**config.mk**
```make
export PLATFORM = sky130hd
export DESIGN_NAME = ifu_prefetch
export DESIGN_NICKNAME = d
export VERILOG_FILES = /design/src/rtl/ifu_prefetch.sv
export SDC_FILE = /design/constraint.sdc
export NUM_CORES = 1
export LEC_CHECK = 0
export ABC_CLOCK_PERIOD_IN_PS = 5640
export CAP_MARGIN = 20
export CORE_MARGIN = 4
export CORE_UTILIZATION = 60
export CTS_CLUSTER_SIZE = 14
export DETAILED_ROUTE_END_ITERATION = 12
export PLACE_DENSITY_LB_ADDON = 0.1
export SYNTH_ARGS = -nofsm -noshare
export SYNTH_HDL_FRONTEND = slang
export SYNTH_SLANG_ARGS = --single-unit
export TNS_END_PERCENT = 5
```
**constraint.sdc**
```tcl
create_clock -name Global_clk -period 5.64 [get_ports Global_clk]
set_input_delay 1.128 -clock Global_clk [delete_from_list [all_inputs] [get_ports Global_clk]]
set_output_delay 1.128 -clock Global_clk [all_outputs]
set_load 0.02 [all_outputs]
```
**src/rtl/ifu_prefetch.sv**
```systemverilog
// Instruction fetch/prefetch stage: word reads into a small FIFO, instruction+immediate assembly.
// Optional feature macro IFU_PERF_CNT_EN adds fetch/stall performance counters.
module ifu_prefetch #(
  parameter int ADDR_W = 8,
  parameter int WORD_W = 16,
  parameter int OP_W   = 4,
  parameter int QDEPTH = 4,
  parameter logic [OP_W-1:0] OP_LDI = 4'h1,
  parameter logic [OP_W-1:0] OP_STI = 4'h2,
  parameter logic [OP_W-1:0] OP_HLT = 4'hE
) (
  input  logic              Global_clk,
  input  logic              Global_rst_n,
  input  logic              start,
  input  logic [ADDR_W-1:0] start_pc,
  input  logic              flush,
  input  logic [ADDR_W-1:0] flush_pc,
  output logic              mem_req,
  output logic [ADDR_W-1:0] mem_addr,
  input  logic [WORD_W-1:0] mem_rdata,
  input  logic              mem_ack,
  output logic              ins_valid,
  input  logic              ins_ready,
  output logic [WORD_W-1:0] ins_word,
  output logic [WORD_W-1:0] ins_imm,
  output logic              ins_has_imm,
  output logic [ADDR_W-1:0] ins_pc,
  output logic              halted
`ifdef IFU_PERF_CNT_EN
  ,
  output logic [31:0]       perf_fetch_cnt,
  output logic [31:0]       perf_stall_cnt
`endif
);

  localparam int PTR_W = (QDEPTH > 2) ? $clog2(QDEPTH) : 1;
  localparam int CNT_W = PTR_W + 1;
  localparam logic [ADDR_W-1:0] PC_ONE   = ADDR_W'(1'b1);
  localparam logic [ADDR_W-1:0] PC_TWO   = ADDR_W'(2'd2);
  localparam logic [PTR_W-1:0]  PTR_ONE  = PTR_W'(1'b1);
  localparam logic [CNT_W-1:0]  CNT_ONE  = CNT_W'(1'b1);
  localparam logic [CNT_W-1:0]  CNT_TWO  = CNT_W'(2'd2);
  localparam logic [CNT_W-1:0]  CNT_FULL = CNT_W'(QDEPTH);

  typedef enum logic [1:0] {
    ST_IDLE = 2'd0,
    ST_REQ  = 2'd1,
    ST_STOP = 2'd2
  } state_t;

  function automatic logic [OP_W-1:0] opcode_of(input logic [WORD_W-1:0] w);
    return w[WORD_W-1 -: OP_W];
  endfunction

  function automatic logic needs_imm(input logic [WORD_W-1:0] w);
    logic [OP_W-1:0] op;
    op = opcode_of(w);
    return (op[OP_W-1] & op[0]) | (op == OP_LDI) | (op == OP_STI);
  endfunction

  state_t              state_r;
  logic                mem_req_r;
  logic [ADDR_W-1:0]   fetch_pc_r;
  logic                expect_imm_r;
  logic [WORD_W-1:0]   fifo_r [QDEPTH];
  logic [PTR_W-1:0]    wr_ptr_r;
  logic [PTR_W-1:0]    rd_ptr_r;
  logic [CNT_W-1:0]    cnt_r;
  logic [ADDR_W-1:0]   asm_pc_r;
  logic                ins_valid_r;
  logic [WORD_W-1:0]   ins_word_r;
  logic [WORD_W-1:0]   ins_imm_r;
  logic                ins_has_imm_r;
  logic [ADDR_W-1:0]   ins_pc_r;
  logic                halted_r;

  logic                ack_take_s;
  logic                hlt_ack_s;
  logic [WORD_W-1:0]   head_s;
  logic [WORD_W-1:0]   second_s;
  logic                pop1_s;
  logic                pop2_s;
  logic [CNT_W-1:0]    pop_cnt_s;
  logic [CNT_W-1:0]    cnt_next_s;
  logic                hs_s;
  logic                hs_hlt_s;

  // Fetch acceptance, assembler pop decision and next FIFO occupancy
  always_comb begin
    ack_take_s = 1'b0;
    hlt_ack_s  = 1'b0;
    pop1_s     = 1'b0;
    pop2_s     = 1'b0;
    pop_cnt_s  = '0;
    head_s     = fifo_r[rd_ptr_r];
    second_s   = fifo_r[rd_ptr_r + PTR_ONE];
    hs_s       = ins_valid_r & ins_ready;
    hs_hlt_s   = hs_s & ~ins_has_imm_r & (opcode_of(ins_word_r) == OP_HLT);
    // A word acked in the flush cycle is dropped; a word following an immediate opcode is never decoded
    if (mem_req_r && mem_ack && !flush && (state_r == ST_REQ)) begin
      ack_take_s = 1'b1;
      hlt_ack_s  = ~expect_imm_r & (opcode_of(mem_rdata) == OP_HLT);
    end else begin
      ack_take_s = 1'b0;
      hlt_ack_s  = 1'b0;
    end
    if (!ins_valid_r || ins_ready) begin
      if (needs_imm(head_s)) begin
        if (cnt_r >= CNT_TWO) begin
          pop2_s    = 1'b1;
          pop_cnt_s = CNT_TWO;
        end else begin
          pop2_s    = 1'b0;
        end
      end else if (cnt_r >= CNT_ONE) begin
        pop1_s    = 1'b1;
        pop_cnt_s = CNT_ONE;
      end else begin
        pop1_s    = 1'b0;
      end
    end else begin
      pop_cnt_s = '0;
    end
    cnt_next_s = cnt_r + {{(CNT_W-1){1'b0}}, ack_take_s} - pop_cnt_s;
  end

  // Fetch FSM: request issue, fetch PC and immediate tracking
  always_ff @(posedge Global_clk or negedge Global_rst_n) begin
    if (!Global_rst_n) begin
      state_r      <= ST_IDLE;
      mem_req_r    <= 1'b0;
      fetch_pc_r   <= '0;
      expect_imm_r <= 1'b0;
    end else if (flush) begin
      state_r      <= ST_REQ;
      mem_req_r    <= 1'b0;
      fetch_pc_r   <= flush_pc;
      expect_imm_r <= 1'b0;
    end else begin
      case (state_r)
        ST_IDLE: begin
          if (start) begin
            state_r      <= ST_REQ;
            mem_req_r    <= 1'b1;
            fetch_pc_r   <= start_pc;
            expect_imm_r <= 1'b0;
          end else begin
            mem_req_r    <= 1'b0;
          end
        end
        ST_REQ: begin
          if (ack_take_s) begin
            fetch_pc_r   <= fetch_pc_r + PC_ONE;
            expect_imm_r <= ~expect_imm_r & needs_imm(mem_rdata);
          end
          if (hlt_ack_s) begin
            state_r   <= ST_STOP;
            mem_req_r <= 1'b0;
          end else begin
            mem_req_r <= (cnt_next_s < CNT_FULL);
          end
        end
        ST_STOP: begin
          mem_req_r <= 1'b0;
        end
        default: begin
          state_r   <= ST_IDLE;
          mem_req_r <= 1'b0;
        end
      endcase
    end
  end

  // Prefetch FIFO storage and pointers
  always_ff @(posedge Global_clk or negedge Global_rst_n) begin
    if (!Global_rst_n) begin
      for (int i = 0; i < QDEPTH; i++) fifo_r[i] <= '0;
      wr_ptr_r <= '0;
      rd_ptr_r <= '0;
      cnt_r    <= '0;
    end else if (flush) begin
      wr_ptr_r <= '0;
      rd_ptr_r <= '0;
      cnt_r    <= '0;
    end else begin
      if (ack_take_s) begin
        fifo_r[wr_ptr_r] <= mem_rdata;
        wr_ptr_r         <= wr_ptr_r + PTR_ONE;
      end
      rd_ptr_r <= rd_ptr_r + pop_cnt_s[PTR_W-1:0];
      cnt_r    <= cnt_next_s;
    end
  end

  // Assembler output register and its own PC copy
  always_ff @(posedge Global_clk or negedge Global_rst_n) begin
    if (!Global_rst_n) begin
      asm_pc_r      <= '0;
      ins_valid_r   <= 1'b0;
      ins_word_r    <= '0;
      ins_imm_r     <= '0;
      ins_has_imm_r <= 1'b0;
      ins_pc_r      <= '0;
    end else if (flush) begin
      asm_pc_r      <= flush_pc;
      ins_valid_r   <= 1'b0;
      ins_word_r    <= '0;
      ins_imm_r     <= '0;
      ins_has_imm_r <= 1'b0;
      ins_pc_r      <= '0;
    end else if (start && (state_r == ST_IDLE)) begin
      asm_pc_r      <= start_pc;
    end else if (pop1_s || pop2_s) begin
      ins_valid_r   <= 1'b1;
      ins_word_r    <= head_s;
      ins_imm_r     <= pop2_s ? second_s : '0;
      ins_has_imm_r <= pop2_s;
      ins_pc_r      <= asm_pc_r;
      asm_pc_r      <= asm_pc_r + (pop2_s ? PC_TWO : PC_ONE);
    end else if (hs_s) begin
      ins_valid_r   <= 1'b0;
    end else begin
      ins_valid_r   <= ins_valid_r;
    end
  end

  // Halt status: set when HLT is handed over, cleared by a restart
  always_ff @(posedge Global_clk or negedge Global_rst_n) begin
    if (!Global_rst_n) begin
      halted_r <= 1'b0;
    end else if (flush || start) begin
      halted_r <= 1'b0;
    end else if (hs_hlt_s) begin
      halted_r <= 1'b1;
    end else begin
      halted_r <= halted_r;
    end
  end

  assign mem_req     = mem_req_r;
  assign mem_addr    = fetch_pc_r;
  assign ins_valid   = ins_valid_r;
  assign ins_word    = ins_word_r;
  assign ins_imm     = ins_imm_r;
  assign ins_has_imm = ins_has_imm_r;
  assign ins_pc      = ins_pc_r;
  assign halted      = halted_r;

`ifdef IFU_PERF_CNT_EN
  logic [31:0] perf_fetch_cnt_r;
  logic [31:0] perf_stall_cnt_r;

  // Saturating fetch and stall counters
  always_ff @(posedge Global_clk or negedge Global_rst_n) begin
    if (!Global_rst_n) begin
      perf_fetch_cnt_r <= 32'd0;
      perf_stall_cnt_r <= 32'd0;
    end else if (start) begin
      perf_fetch_cnt_r <= 32'd0;
      perf_stall_cnt_r <= 32'd0;
    end else begin
      if (ack_take_s && (perf_fetch_cnt_r != 32'hFFFF_FFFF))
        perf_fetch_cnt_r <= perf_fetch_cnt_r + 32'd1;
      if (ins_valid_r && !ins_ready && (perf_stall_cnt_r != 32'hFFFF_FFFF))
        perf_stall_cnt_r <= perf_stall_cnt_r + 32'd1;
    end
  end

  assign perf_fetch_cnt = perf_fetch_cnt_r;
  assign perf_stall_cnt = perf_stall_cnt_r;
`endif

endmodule

```
# ---- Word level (Yosys, flattened, before mapping)
# Index checks and enable logic that the tools add are counted.
dict set report op_classes {
  addsub 7
  order_cmp 7
  eq_ne 13
  muxes 64
  bitwise 17
  n_reduce_logical 22
}
# operator count
set op_table {}
lappend op_table {{$mux W16} 12}
lappend op_table {{$mux W8} 9}
lappend op_table {{$bmux W16 S2} 2}
lappend op_table {{$bwmux W64} 1}
lappend op_table {{$demux W16 S2} 1}
lappend op_table {{$mux W1} 24}
lappend op_table {{$mux W2} 8}
lappend op_table {{$pmux W8 S2} 1}
lappend op_table {{$ge A3 B3 Y1 const B} 3}
lappend op_table {{$mux W3} 3}
lappend op_table {{$ne A3 B3 Y1 const B} 3}
lappend op_table {{$not A2 Y3} 3}
lappend op_table {{$reduce_bool A3 Y1} 3}
lappend op_table {{$add A8 B1 Y8 const B} 1}
lappend op_table {{$add A8 B2 Y8} 1}
lappend op_table {{$eq A4 B1 Y1 const B} 2}
lappend op_table {{$eq A4 B2 Y1 const B} 2}
lappend op_table {{$eq A4 B4 Y1 const B} 2}
lappend op_table {{$and A1 B1 Y1} 7}
lappend op_table {{$pmux W2 S3} 1}
lappend op_table {{$reduce_and A2 Y1} 3}
lappend op_table {{$reduce_and A3 Y1} 2}
lappend op_table {{$reduce_bool A2 Y1} 3}
lappend op_table {{$logic_and A1 B1 Y1} 5}
lappend op_table {{other kinds (17)} 28}
dict set report word_totals {
  regBits 134
  inputBits 38
  out_inout_bits 52
  elab_cells 148
}

# ---- Depth between registers and ports, before layout
# Gate-level depths: netlist (run 1).
dict set report logic_depth {
  word_depth 14
  depth_mapped 14
  depth_no_buf 12
}

# ---- Worst setup path before layout (run 1)
# OpenSTA, ideal clock, no wires.
dict set report synth_path {
  path_kind {input to register}
  startpoint {input port ins_ready}
  endpoint {register mem_req_r, in the netlist mem_req}
  arrival_ps 3479
  t_required_ps 5508
  slack_ps 2029
  cell_stages 13
  path_buffers 1
  path_cell_list {nand2b_1 -> nand2_1 -> a211oi_2 -> clkbuf_1 -> ha_1 -> inv_1 -> ha_1 -> inv_1 -> fa_1 -> xor2_1 -> xnor2_1 -> a31oi_1 -> nor2_1}
}
dict set report synth_via {
  elab_chain_len 7
}
# element line
set synth_lines {}
lappend synth_lines {{start: declaration} 23} ;# input logic ins_ready,
lappend synth_lines {{$logic_or A1 B1 Y1} 107} ;# if (!ins_valid_r || ins_ready) begin
lappend synth_lines {{$mux W3} 107}
lappend synth_lines {{$sub A3 B3 Y3} 124} ;# cnt_next_s = cnt_r + {{(CNT_W-1){1'b0}}, ack_take_s} - pop_cnt_s;
lappend synth_lines {{$lt A3 B3 Y1} 160} ;# mem_req_r <= (cnt_next_s < CNT_FULL);
lappend synth_lines {{$mux W1} 156} ;# if (hlt_ack_s) begin
lappend synth_lines {{$pmux W1 S2} 140} ;# case (state_r)
lappend synth_lines {{$mux W1} 134} ;# end else if (flush) begin
lappend synth_lines {{end signal: assignment} 160}
lappend synth_lines {{end: declaration} 62} ;# logic mem_req_r;
# No other way between the ends.
# A chain may end at the register's enable or synchronous reset.

# ---- Final worst setup path (run 1)
dict set report layout_path {
  startpoint {register rd_ptr_r[1]}
  endpoint {register mem_req_r, in the netlist mem_req}
}
dict set report layout_via {
  elab_chain_len 14
  word_cells_on_any_way 16
}
# element line
set layout_lines {}
lappend layout_lines {{start: declaration} 67} ;# logic [PTR_W-1:0] rd_ptr_r;
lappend layout_lines {{start signal: assignment} 190} ;# rd_ptr_r <= rd_ptr_r + pop_cnt_s[PTR_W-1:0];
lappend layout_lines {{$not A2 Y3 (implied by the code) (*)} 95} ;# head_s = fifo_r[rd_ptr_r];
lappend layout_lines {{$bmux W16 S2 (*)} 95}
lappend layout_lines {{$mux W16 (implied by the code) (*) (2 in a row)} 95}
lappend layout_lines {{$eq A4 B1 Y1 or $and A1 B1 Y1 (tied branches)} 58} ;# return (op[OP_W-1] & op[0]) | (op == OP_LDI) | (op == OP_STI);
lappend layout_lines {{$or A1 B1 Y1} 58}
lappend layout_lines {{$or A1 B1 Y1 (*)} 58}
lappend layout_lines {{$mux W3 (*)} 108} ;# if (needs_imm(head_s)) begin
lappend layout_lines {{$mux W3 (*)} 107}
lappend layout_lines {{$sub A3 B3 Y3 (*)} 124}
lappend layout_lines {{$lt A3 B3 Y1 (*)} 160}
lappend layout_lines {{$mux W1 (*)} 156}
lappend layout_lines {{$pmux W1 S2 (*)} 140}
lappend layout_lines {{$mux W1 (*)} 134}
# Every way passes the cells marked *; elsewhere a longest branch is shown, timed or not. The select of a mux whose other input is x is not followed.

==> impl_metrics.xml, run 1 <==
<?xml version="1.0" encoding="UTF-8"?>
<metrics>
  <group name="critical_path">
    <metric name="crit_type" unit="">flop to flop</metric>
    <metric name="worst_ep_arrival_time" unit="ns">4.43</metric>
    <metric name="timing.reg2reg.worst_path_depth" unit="">13</metric>
    <metric name="crit_slowest_cell" unit="">nor4b_1</metric>
    <metric name="timing.critical_path.required" unit="ns">5.99</metric>
    <metric name="critical_path.startpoint" unit="">rd_ptr_r[1]</metric>
    <metric name="timing.critical_path.max_delay_family" unit="">simple AND/OR/NAND/NOR gates</metric>
    <metric name="timing.critical_path.from_type" unit="">flop</metric>
    <metric name="timing.critical_path.buf_inv" unit="">3</metric>
    <metric name="timing.critical_path.to" unit="">mem_req</metric>
    <metric name="critical_path.reg2reg.endpoint" unit="">mem_req</metric>
    <metric name="crit_path_max_incr_delay" unit="ns">0.90</metric>
    <metric name="worstPathCellList" unit="">buf_4 &gt; mux4_2 &gt; nor4b_1 &gt; a211oi_4 &gt; ha_1 &gt; inv_1 &gt; ha_1 &gt; inv_1 &gt; fa_1 &gt; xor2_1 &gt; xnor2_1 &gt; a31oi_1 &gt; nor2_1</metric>
    <metric name="crit_cells" unit="">13</metric>
    <metric name="crit_path_end_kind" unit="">flop</metric>
    <metric name="r2r_slack" unit="ns">1.55</metric>
    <metric name="reg2reg_from" unit="">rd_ptr_r[1]</metric>
    <metric name="path_max_fanout" unit="">26</metric>
  </group>
  <group name="layout">
    <metric name="fin_cells" unit="">833</metric>
    <metric name="syn_to_final_growth" unit="%">22.46</metric>
    <metric name="design.final.nets" unit="">728</metric>
    <metric name="layout-drive-gt1-share" unit="%">22.46</metric>
    <metric name="finish.utilization" unit="%">75.60</metric>
    <metric name="fillCellCount" unit="">777</metric>
    <metric name="antenna_cells" unit="">0</metric>
  </group>
  <group name="die">
    <metric name="placeableCoreArea" unit="mm^2">0.01147</metric>
    <metric name="die_width" unit="um">116.6</metric>
    <metric name="ioPinCount" unit="">90</metric>
    <metric name="initial_utilization" unit="%">61.73</metric>
    <metric name="floorplan.die.height" unit="um">116.6</metric>
    <metric name="fp.dieArea" unit="mm^2">0.01360</metric>
    <metric name="fp-row-count" unit="">39</metric>
  </group>
  <group name="yosys">
    <metric name="area_share_of_the_leading_cell_type_in_the_synthesized_netlist" unit="%">47.37</metric>
    <metric name="synth.ff_latch_count" unit="">134</metric>
    <metric name="post_synth_main_area_contributors" unit="">dfrtp_1 (47%), mux2_2 (11%), mux4_2 (9.9%), o31ai_1 (3.6%), nand2_1 (3.1%)</metric>
    <metric name="synthesis.area_per_instance" unit="um^2">11.68</metric>
    <metric name="synth_top_area_cell" unit="">dfrtp_1</metric>
    <metric name="syn-num-nets" unit="">657</metric>
    <metric name="synth.lib_cells_used.distinct" unit="">58</metric>
    <metric name="ys_top_cells_by_count" unit="">dfrtp_1 (134), mux2_2 (67), nand2_1 (58), a21oi_1 (37), clkbuf_1 (35)</metric>
    <metric name="synth_edf_count" unit="">0</metric>
    <metric name="yosys.cell_count.top_type" unit="">dfrtp_1</metric>
    <metric name="async_reset_ff_share" unit="%">100.0</metric>
    <metric name="yosysWarnings" unit="">0</metric>
    <metric name="synth-main-ff-cell" unit="">dfrtp_1</metric>
    <metric name="post_synth_inst_count" unit="">606</metric>
    <metric name="synth_area" unit="mm^2">0.007079</metric>
    <metric name="synth_sequential_area_ratio" unit="%">47.37</metric>
  </group>
  <group name="timing">
    <metric name="setup_viols_final" unit="">0</metric>
    <metric name="report.final.slew_viol_count" unit="">0</metric>
    <metric name="max_freq" unit="MHz">244.7</metric>
    <metric name="finalHoldViolCount" unit="">0</metric>
    <metric name="setup_tns_final" unit="ns">0</metric>
    <metric name="worst_slew_margin_rel" unit="%">32.79</metric>
    <metric name="timing.final.crit_period" unit="ns">4.087</metric>
    <metric name="worst_pin_slew" unit="ns">0.9941</metric>
    <metric name="clock_skew" unit="ns">0.008486</metric>
    <metric name="rsz0062_at_grt" unit="">no</metric>
    <metric name="min_period_over_period" unit="%">72.46</metric>
  </group>
  <group name="clock_tree">
    <metric name="cts_made_buffers" unit="">17</metric>
    <metric name="postCtsSetupRepairBufs" unit="">0</metric>
    <metric name="cts_max_path_bufs" unit="">2</metric>
    <metric name="clock_network_latency_to_the_later_pin_of_the_worst_skew_pair" unit="ns">0.43</metric>
    <metric name="clk_pin_slew_worst_paths" unit="ns">0.06</metric>
    <metric name="cts_resized" unit="">0</metric>
    <metric name="clkSinkCount" unit="">134</metric>
    <metric name="root_buffer" unit="">clkbuf_16</metric>
    <metric name="htree_levels" unit="">4</metric>
    <metric name="cts_tree" unit="">yes</metric>
    <metric name="hold_buffers" unit="">0</metric>
  </group>
  <group name="drt">
    <metric name="final_routed_wire_length_divided_by_cell_count" unit="um">21.39</metric>
    <metric name="drt_first_iter_violations" unit="">488</metric>
    <metric name="vias" unit="">5453</metric>
    <metric name="drc" unit="">0</metric>
    <metric name="route.detailed.vias_per_inst" unit="">6.546</metric>
    <metric name="ant_nets" unit="">0</metric>
    <metric name="firstDrtPassIters" unit="">5</metric>
    <metric name="finalWirelength" unit="um">17820</metric>
  </group>
  <group name="run">
    <metric name="max_cap_violations" unit="">0</metric>
  </group>
  <group name="run_status">
    <metric name="status" unit="">completed</metric>
  </group>
  <group name="pwr">
    <metric name="pwr_density_cell" unit="mW/mm^2">543.1</metric>
    <metric name="power.leakage" unit="nW">3.754</metric>
    <metric name="vdd.ir_drop.worst" unit="mV">0.3384</metric>
  </group>
  <group name="grt">
    <metric name="globalRoute.busiestLayer" unit="">met2</metric>
    <metric name="groute.usage.overall" unit="%">28.19</metric>
    <metric name="antenna_violations_before_repair" unit="">0</metric>
    <metric name="global_route.usage.met3" unit="%">5.855</metric>
    <metric name="groute.layer.met2.usage" unit="%">47.67</metric>
    <metric name="first_global_vias" unit="">5688</metric>
    <metric name="grt_overflow" unit="">0</metric>
    <metric name="wire_length_of_the_first_global_routing_pass" unit="um">29060</metric>
    <metric name="grt_util_met1" unit="%">35.04</metric>
    <metric name="grt_max_degree" unit="">70</metric>
  </group>
  <group name="place">
    <metric name="port_buf_inserts" unit="">89</metric>
    <metric name="place_hpwl" unit="um">11750</metric>
    <metric name="place.gp.congestion" unit="">0.8558</metric>
    <metric name="cell_count_after_placement" unit="">801</metric>
  </group>
  <group name="min_path">
    <metric name="worst_hold_path_type" unit="">primary input to async pin</metric>
  </group>
</metrics>
power breakdown:
group / internal, W / leakage (nW) / total, W / switching, W
Clock: 0.000696 / 0.294 / 0.00113 / 0.000433
Sequential: 0.00125 / 1.77 / 0.00153 / 0.000280
Combinational: 0.000965 / 1.69 / 0.00205 / 0.00108
Total: 0.00291 / 3.75 / 0.00471 / 0.00179
worst min path at each step:
stage	slack [ns]	from	endpoint	cells after the start
finish	0.47	Global_rst_n	mem_addr[5]	1
global route	0.46	Global_rst_n	mem_addr[5]	1
CTS	0.47	Global_rst_n	mem_addr[5]	1
detailed placement	0.50	expect_imm_r	expect_imm_r	2
global placement	0.49	expect_imm_r	expect_imm_r	2
floorplan	0.47	expect_imm_r	expect_imm_r	2
sequential cells by signal (all words and copies together) (netlist names):
register and cells:
ins_word 16, wr_ptr_r 2, ins_has_imm 1, ins_valid 1, expect_imm_r 1, rd_ptr_r 2
halted 1, mem_req 1, mem_addr 8, cnt_r 3, state_r 2, fifo_r 64
ins_imm 16, ins_pc 8, asm_pc_r 8
metrics by stage:
| step | cell area [um^2] | hold WS (ns) | power, W | worst slack (ns) |
|---|---|---|---|---|
| floorplan | 7079 | 0.4677 | 0.002882 | 2.029 |
| global placement | 8066 | 0.4876 | 0.003489 | 1.680 |
| detailed placement | 8066 | 0.5015 | 0.003578 | 1.560 |
| CTS | 8670 | 0.4661 | 0.004717 | 1.601 |
| global route | 8670 | 0.4619 | 0.004983 | 1.341 |
| finish | 8670 | 0.4738 | 0.004708 | 1.553 |
layer usage:
metal / vias to the layer above / share of wire (%)
li1: 2425 / -
met1: 2798 / 39
met2: 187 / 52
met3: 43 / 6.1
met4: 0 / 3.0
met5: - / 0
logic make-up after synthesis:
family | after synthesis | synth area share, %
fa+ha+maj | 13 | 2.510
simple gates | 136 | 8.961
compound gates | 142 | 13.95
xor+xnor | 11 | 1.361
flops | 134 | 47.37
buf+inv | 58 | 3.358
mux | 112 | 22.50
final cells by class:
type	count	area (um^2)	share of cell area, %
clock buffers	17	425.4	4.907
well taps	143	178.9	2.064
inverters	10	37.54	0.4330
multi-input cells	414	3530	40.71
repair buffers	100	965.9	11.14
clock inverters	15	177.7	2.049
flip-flops and latches	134	3354	38.69
layout by cell type, fill, tap and decap left out, types with 4 or more instances in the layout:
cell type	instances
nor2b_1	4
clkbuf_16	17
a211oi_1	4
mux2_2	67
o31ai_1	34
inv_1	8
clkinv_2	4
o211ai_1	15
dfrtp_1	133
o21ai_0	16
nor3_1	4
clkdlybuf4s50_1	87
buf_4	12
xor2_1	5
nor2_1	24
o31a_1	4
mux4_2	31
a21oi_1	37
a31oi_1	7
mux2i_1	14
nand3_1	21
xnor2_1	6
nand2b_1	6
nand2_1	58
ha_1	11
Power figures use the tool's default switching activity.
==> inputs of run 2 (changes only) <==
- ABC_CLOCK_PERIOD_IN_PS: 5640 -> 3800
- CORE_UTILIZATION: 60 -> 56
- clock period: 5.64 -> 3.8 ns (I/O delays scaled with it)
==> impl_metrics.xml, run 2 (synthesis results as in run 1) <==
<?xml version="1.0" encoding="UTF-8"?>
<metrics>
  <group name="pwr">
    <metric name="sequentialPowerShare" unit="%">32.3</metric>
    <metric name="p_int" unit="W">0.004357</metric>
    <metric name="switching_share" unit="%">37.59</metric>
    <metric name="vdd.ir_drop.worst" unit="mV">0.3967</metric>
    <metric name="power.leakage" unit="nW">3.780</metric>
    <metric name="power.share.clock" unit="%">23.0</metric>
    <metric name="netsw" unit="W">0.002624</metric>
    <metric name="combPwrFrac" unit="%">44.7</metric>
    <metric name="total_power" unit="W">0.006981</metric>
    <metric name="pwr_density_cell" unit="mW/mm^2">799.7</metric>
  </group>
  <group name="layout">
    <metric name="antenna_cells" unit="">0</metric>
    <metric name="design.final.nets" unit="">736</metric>
    <metric name="largest-register" unit="">fifo_r</metric>
    <metric name="final_common_cell" unit="">dfrtp_1</metric>
    <metric name="layout.cell_area.non_filler" unit="mm^2">0.008730</metric>
    <metric name="layout-drive-gt1-share" unit="%">22.24</metric>
    <metric name="largest_register_ff_count" unit="">64</metric>
    <metric name="syn_to_final_growth" unit="%">23.31</metric>
    <metric name="layout.cells.most_common_list" unit="">dfrtp_1 (133), clkdlybuf4s50_1 (87), mux2_2 (67), nand2_1 (58), a21oi_1 (37)</metric>
  </group>
  <group name="timing">
    <metric name="worst_slew_margin_rel" unit="%">30.76</metric>
    <metric name="max_freq" unit="MHz">278.4</metric>
    <metric name="report.final.slew_viol_count" unit="">0</metric>
    <metric name="setup_tns_final" unit="ns">0</metric>
    <metric name="min_period_over_period" unit="%">94.53</metric>
    <metric name="timing.final.crit_period" unit="ns">3.592</metric>
    <metric name="finalHoldViolCount" unit="">0</metric>
    <metric name="clock_skew" unit="ns">0.006794</metric>
    <metric name="setup_viols_final" unit="">0</metric>
    <metric name="worst_pin_slew" unit="ns">1.036</metric>
    <metric name="rsz0062_at_grt" unit="">no</metric>
  </group>
  <group name="drt">
    <metric name="drc" unit="">0</metric>
    <metric name="final_routed_wire_length_divided_by_cell_count" unit="um">20.86</metric>
    <metric name="ant_nets" unit="">0</metric>
    <metric name="vias" unit="">5468</metric>
    <metric name="finalWirelength" unit="um">18050</metric>
    <metric name="route.detailed.vias_per_inst" unit="">6.321</metric>
    <metric name="drt_first_iter_violations" unit="">358</metric>
    <metric name="firstDrtPassIters" unit="">5</metric>
  </group>
  <group name="grt">
    <metric name="groute.usage.overall" unit="%">26.01</metric>
    <metric name="first_global_vias" unit="">5566</metric>
    <metric name="antenna_violations_before_repair" unit="">0</metric>
    <metric name="grt_max_degree" unit="">64</metric>
    <metric name="grt_overflow" unit="">0</metric>
    <metric name="wire_length_of_the_first_global_routing_pass" unit="um">29480</metric>
  </group>
  <group name="min_path">
    <metric name="worst_hold_path_type" unit="">primary input to async pin</metric>
  </group>
  <group name="critical_path">
    <metric name="r2r_slack" unit="ns">0.21</metric>
    <metric name="reg2reg_from" unit="">rd_ptr_r[0]</metric>
    <metric name="critical_path.reg2reg.endpoint" unit="">asm_pc_r[7]</metric>
    <metric name="worst_ep_arrival_time" unit="ns">3.96</metric>
    <metric name="timing.reg2reg.worst_path_depth" unit="">10</metric>
    <metric name="timing.critical_path.required" unit="ns">4.17</metric>
    <metric name="crit_type" unit="">flop to flop</metric>
    <metric name="crit_path_end_kind" unit="">flop</metric>
    <metric name="path_max_fanout" unit="">25</metric>
    <metric name="timing.critical_path.from_type" unit="">flop</metric>
  </group>
  <group name="clock_tree">
    <metric name="clkSinkCount" unit="">134</metric>
    <metric name="clk_pin_slew_worst_paths" unit="ns">0.05</metric>
    <metric name="cts_made_buffers" unit="">17</metric>
    <metric name="cts_resized" unit="">0</metric>
    <metric name="cts_max_path_bufs" unit="">2</metric>
    <metric name="htree_levels" unit="">4</metric>
    <metric name="clock_network_latency_to_the_later_pin_of_the_worst_skew_pair" unit="ns">0.43</metric>
    <metric name="root_buffer" unit="">clkbuf_16</metric>
    <metric name="hold_buffers" unit="">0</metric>
    <metric name="cts_tree" unit="">yes</metric>
    <metric name="postCtsSetupRepairBufs" unit="">0</metric>
  </group>
  <group name="die">
    <metric name="placeableCoreArea" unit="mm^2">0.01221</metric>
    <metric name="initial_utilization" unit="%">57.97</metric>
    <metric name="die_width" unit="um">120.4</metric>
    <metric name="ioPinCount" unit="">90</metric>
    <metric name="fp-row-count" unit="">40</metric>
    <metric name="floorplan.die.height" unit="um">120.4</metric>
    <metric name="fp.dieArea" unit="mm^2">0.01450</metric>
  </group>
  <group name="run_status">
    <metric name="status" unit="">completed</metric>
  </group>
  <group name="run">
    <metric name="max_cap_violations" unit="">0</metric>
  </group>
  <group name="place">
    <metric name="place_hpwl" unit="um">12150</metric>
    <metric name="port_buf_inserts" unit="">89</metric>
    <metric name="placed_area" unit="mm^2">0.008158</metric>
    <metric name="place.gp.congestion" unit="">0.8280</metric>
  </group>
</metrics>
-- run 2: critical path: stages, from the launching register on --
cell	delay, ns
dfrtp_2	0.56
mux4_2	0.62
or3b_4	0.46
a221oi_4	0.34
buf_4	0.35
ha_1	0.23
a21oi_1	0.06
or4_1	0.42
a31oi_1	0.22
o31a_1	0.16
o22a_1	0.12
-- run 2: how the worst max path moves through the flow --
| stage | cells after the start | from | slack, ns | end |
|---|---|---|---|---|
| after global placement | 11 | ins_ready | 0.37 | asm_pc_r[6] |
| after detailed placement | 11 | ins_ready | 0.26 | asm_pc_r[6] |
| after CTS | 10 | rd_ptr_r[0] | 0.21 | asm_pc_r[7] |
| final | 10 | rd_ptr_r[0] | 0.21 | asm_pc_r[7] |
| after global routing | 10 | rd_ptr_r[0] | 0.02 | asm_pc_r[7] |
| after floorplan | 14 | rd_ptr_r[0] | 0.22 | mem_req |
-- run 2: per-stage QoR --
step	std cells	setup slack, ns	hold slack, ns	utilization [%]
2_1_floorplan	606	0.2199	0.4644	-
3_3_place_gp	834	0.3697	0.4900	66.80
3_5_place_dp	834	0.2590	0.5118	66.80
4_1_cts	865	0.2087	0.3940	71.49
5_1_grt	865	0.02063	0.4281	71.49
6_report	865	0.2077	0.3847	71.49
-- run 2: cell type report --
type | count | area [um^2]
well taps | 168 | 210.2
multi-input cells | 414 | 3530
clock buffers | 28 | 506.7
flip-flops and latches | 134 | 3354
fillers | 921 | 3482
inverters | 10 | 37.54
repair buffers | 108 | 1026
clock inverters | 3 | 65.06
-- run 2: power groups by stage --
stage,combinational [W],sequential (W),clock [W]
floorplan,0.00195,0.00233,0
global placement,0.00301,0.00223,0
detailed placement,0.00308,0.00226,0
CTS,0.00312,0.00225,0.00163
global route,0.00336,0.00231,0.00170
finish,0.00312,0.00225,0.00161
-- run 2: routing by layer --
| metal | part of all wire, % | global-route usage, % |
|---|---|---|
| met1 | 44 | 35.98 |
| met2 | 49 | 41.46 |
| met3 | 5.5 | 4.911 |
| met4 | 1.5 | 9.348 |
| met5 | 0 | 0 |
==> inputs of run 3 (changes only) <==
- CORE_MARGIN: 4 -> unset
- PLACE_DENSITY: unset -> 0.81
- PLACE_DENSITY_LB_ADDON: 0.1 -> unset
==> impl_metrics.xml, run 3 (synthesis results as in run 1) <==
<?xml version="1.0" encoding="UTF-8"?>
<metrics>
  <group name="die">
    <metric name="die_width" unit="um">114.4</metric>
    <metric name="floorplan.die.height" unit="um">114.4</metric>
    <metric name="fp.dieArea" unit="mm^2">0.01310</metric>
    <metric name="ioPinCount" unit="">90</metric>
    <metric name="initial_utilization" unit="%">58.21</metric>
    <metric name="placeableCoreArea" unit="mm^2">0.01216</metric>
    <metric name="fp-row-count" unit="">40</metric>
  </group>
  <group name="grt">
    <metric name="grt_max_degree" unit="">64</metric>
    <metric name="antenna_violations_before_repair" unit="">0</metric>
    <metric name="wire_length_of_the_first_global_routing_pass" unit="um">29550</metric>
    <metric name="groute.usage.overall" unit="%">29.97</metric>
    <metric name="grt_overflow" unit="">0</metric>
    <metric name="first_global_vias" unit="">5647</metric>
  </group>
  <group name="drt">
    <metric name="ant_nets" unit="">0</metric>
    <metric name="final_routed_wire_length_divided_by_cell_count" unit="um">20.91</metric>
    <metric name="finalWirelength" unit="um">18050</metric>
    <metric name="route.detailed.vias_per_inst" unit="">6.452</metric>
    <metric name="firstDrtPassIters" unit="">8</metric>
    <metric name="drc" unit="">0</metric>
    <metric name="vias" unit="">5568</metric>
    <metric name="drt_first_iter_violations" unit="">520</metric>
  </group>
  <group name="clock_tree">
    <metric name="cts_tree" unit="">yes</metric>
    <metric name="clkSinkCount" unit="">134</metric>
    <metric name="postCtsSetupRepairBufs" unit="">0</metric>
    <metric name="htree_levels" unit="">4</metric>
    <metric name="cts_resized" unit="">0</metric>
    <metric name="cts_max_path_bufs" unit="">2</metric>
    <metric name="cts_made_buffers" unit="">17</metric>
    <metric name="root_buffer" unit="">clkbuf_16</metric>
    <metric name="clk_pin_slew_worst_paths" unit="ns">0.06</metric>
    <metric name="clock_network_latency_to_the_later_pin_of_the_worst_skew_pair" unit="ns">0.43</metric>
    <metric name="hold_buffers" unit="">0</metric>
  </group>
  <group name="min_path">
    <metric name="worst_hold_path_type" unit="">primary input to async pin</metric>
  </group>
  <group name="critical_path">
    <metric name="worst_ep_arrival_time" unit="ns">3.90</metric>
    <metric name="reg2reg_from" unit="">rd_ptr_r[0]</metric>
    <metric name="timing.critical_path.from_type" unit="">flop</metric>
    <metric name="timing.reg2reg.worst_path_depth" unit="">10</metric>
    <metric name="critical_path.startpoint" unit="">rd_ptr_r[0]</metric>
    <metric name="timing.critical_path.required" unit="ns">4.17</metric>
    <metric name="crit_type" unit="">flop to flop</metric>
    <metric name="crit_path_end_kind" unit="">flop</metric>
    <metric name="path_max_fanout" unit="">30</metric>
  </group>
  <group name="timing">
    <metric name="worst_slew_margin_rel" unit="%">28.96</metric>
    <metric name="worst_pin_slew" unit="ns">1.063</metric>
    <metric name="report.final.slew_viol_count" unit="">0</metric>
    <metric name="finalHoldViolCount" unit="">0</metric>
    <metric name="rsz0062_at_grt" unit="">no</metric>
    <metric name="setup_viols_final" unit="">0</metric>
    <metric name="hold_ws" unit="ns">0.4207</metric>
    <metric name="timing.final.crit_period" unit="ns">3.527</metric>
    <metric name="setup_tns_final" unit="ns">0</metric>
    <metric name="min_period_over_period" unit="%">92.82</metric>
    <metric name="clock_skew" unit="ns">0.006053</metric>
    <metric name="max_freq" unit="MHz">283.5</metric>
  </group>
  <group name="place">
    <metric name="place_hpwl" unit="um">11670</metric>
    <metric name="place.gp.congestion" unit="">0.8383</metric>
    <metric name="port_buf_inserts" unit="">89</metric>
  </group>
  <group name="layout">
    <metric name="layout.cells.most_common_list" unit="">dfrtp_1 (133), clkdlybuf4s50_1 (87), mux2_2 (67), nand2_1 (58), a21oi_1 (37)</metric>
    <metric name="design.final.nets" unit="">733</metric>
    <metric name="largest-register" unit="">fifo_r</metric>
    <metric name="layout-drive-gt1-share" unit="%">23.02</metric>
    <metric name="syn_to_final_growth" unit="%">23.95</metric>
    <metric name="largest_register_ff_count" unit="">64</metric>
    <metric name="fillCellCount" unit="">830</metric>
    <metric name="antenna_cells" unit="">0</metric>
    <metric name="final_common_cell" unit="">dfrtp_1</metric>
  </group>
  <group name="pwr">
    <metric name="vdd.ir_drop.worst" unit="mV">0.6081</metric>
    <metric name="power.leakage" unit="nW">3.796</metric>
    <metric name="pwr_density_cell" unit="mW/mm^2">811.9</metric>
  </group>
  <group name="run_status">
    <metric name="status" unit="">completed</metric>
  </group>
  <group name="run">
    <metric name="max_cap_violations" unit="">0</metric>
  </group>
</metrics>
-- run 3: worst paths after layout --
check                           slack (ns)            to
worst min register to register        0.53     fifo_r[8]
min in group Global_clk               0.53     fifo_r[8]
worst max register to register        0.27   asm_pc_r[6]
worst min-delay path                  0.42  ins_word[14]
worst max-delay path                  0.27   asm_pc_r[6]
max in group asynchronous             2.50     fifo_r[2]
-- run 3: critical path, stage by stage (launching register included) --
cell	delay (ns)
dfrtp_2	0.51
mux4_2	0.60
or3b_4	0.46
a221oi_4	0.33
buf_4	0.36
fa_1	0.30
inv_1	0.07
or3_1	0.35
a31oi_1	0.19
o31a_1	0.16
o22a_1	0.13
-- run 3: report_power, final --
part	leakage, nW	switching (W)	internal [W]
combinational	1.72	0.00165	0.00146
sequential	1.77	0.000402	0.00186
clock	0.305	0.000652	0.00110
-- run 3: metrics by stage --
step	total power, W	utilization, %	cell area (um^2)	setup WS [ns]	std cells
floorplan	0.004278	-	7079	0.2199	606
global placement	0.005189	67.00	8148	0.3516	831
detailed placement	0.005318	67.00	8148	0.2446	831
CTS	0.007121	72.15	8775	0.2886	863
global route	0.007488	72.15	8775	0.06389	863
finish	0.007124	72.15	8775	0.2728	863
-- run 3: layer usage --
layer,vias to the layer above,routed length [um],GRT usage [%]
met5,-,0,0
met3,40,1318,6.511
met1,2819,7379,39.38
li1,2436,-,-
met2,273,8906,49.17
met4,0,444,11.34
-- run 3: area by class of cell --
class	instances	area, um^2	share of cell area, %
repair buffers	105	1016	11.58
clock inverters	15	201.4	2.296
well taps	168	210.2	2.396
flip-flops and latches	134	3354	38.23
clock buffers	17	425.4	4.848
inverters	10	37.54	0.4278
multi-input cells	414	3530	40.23
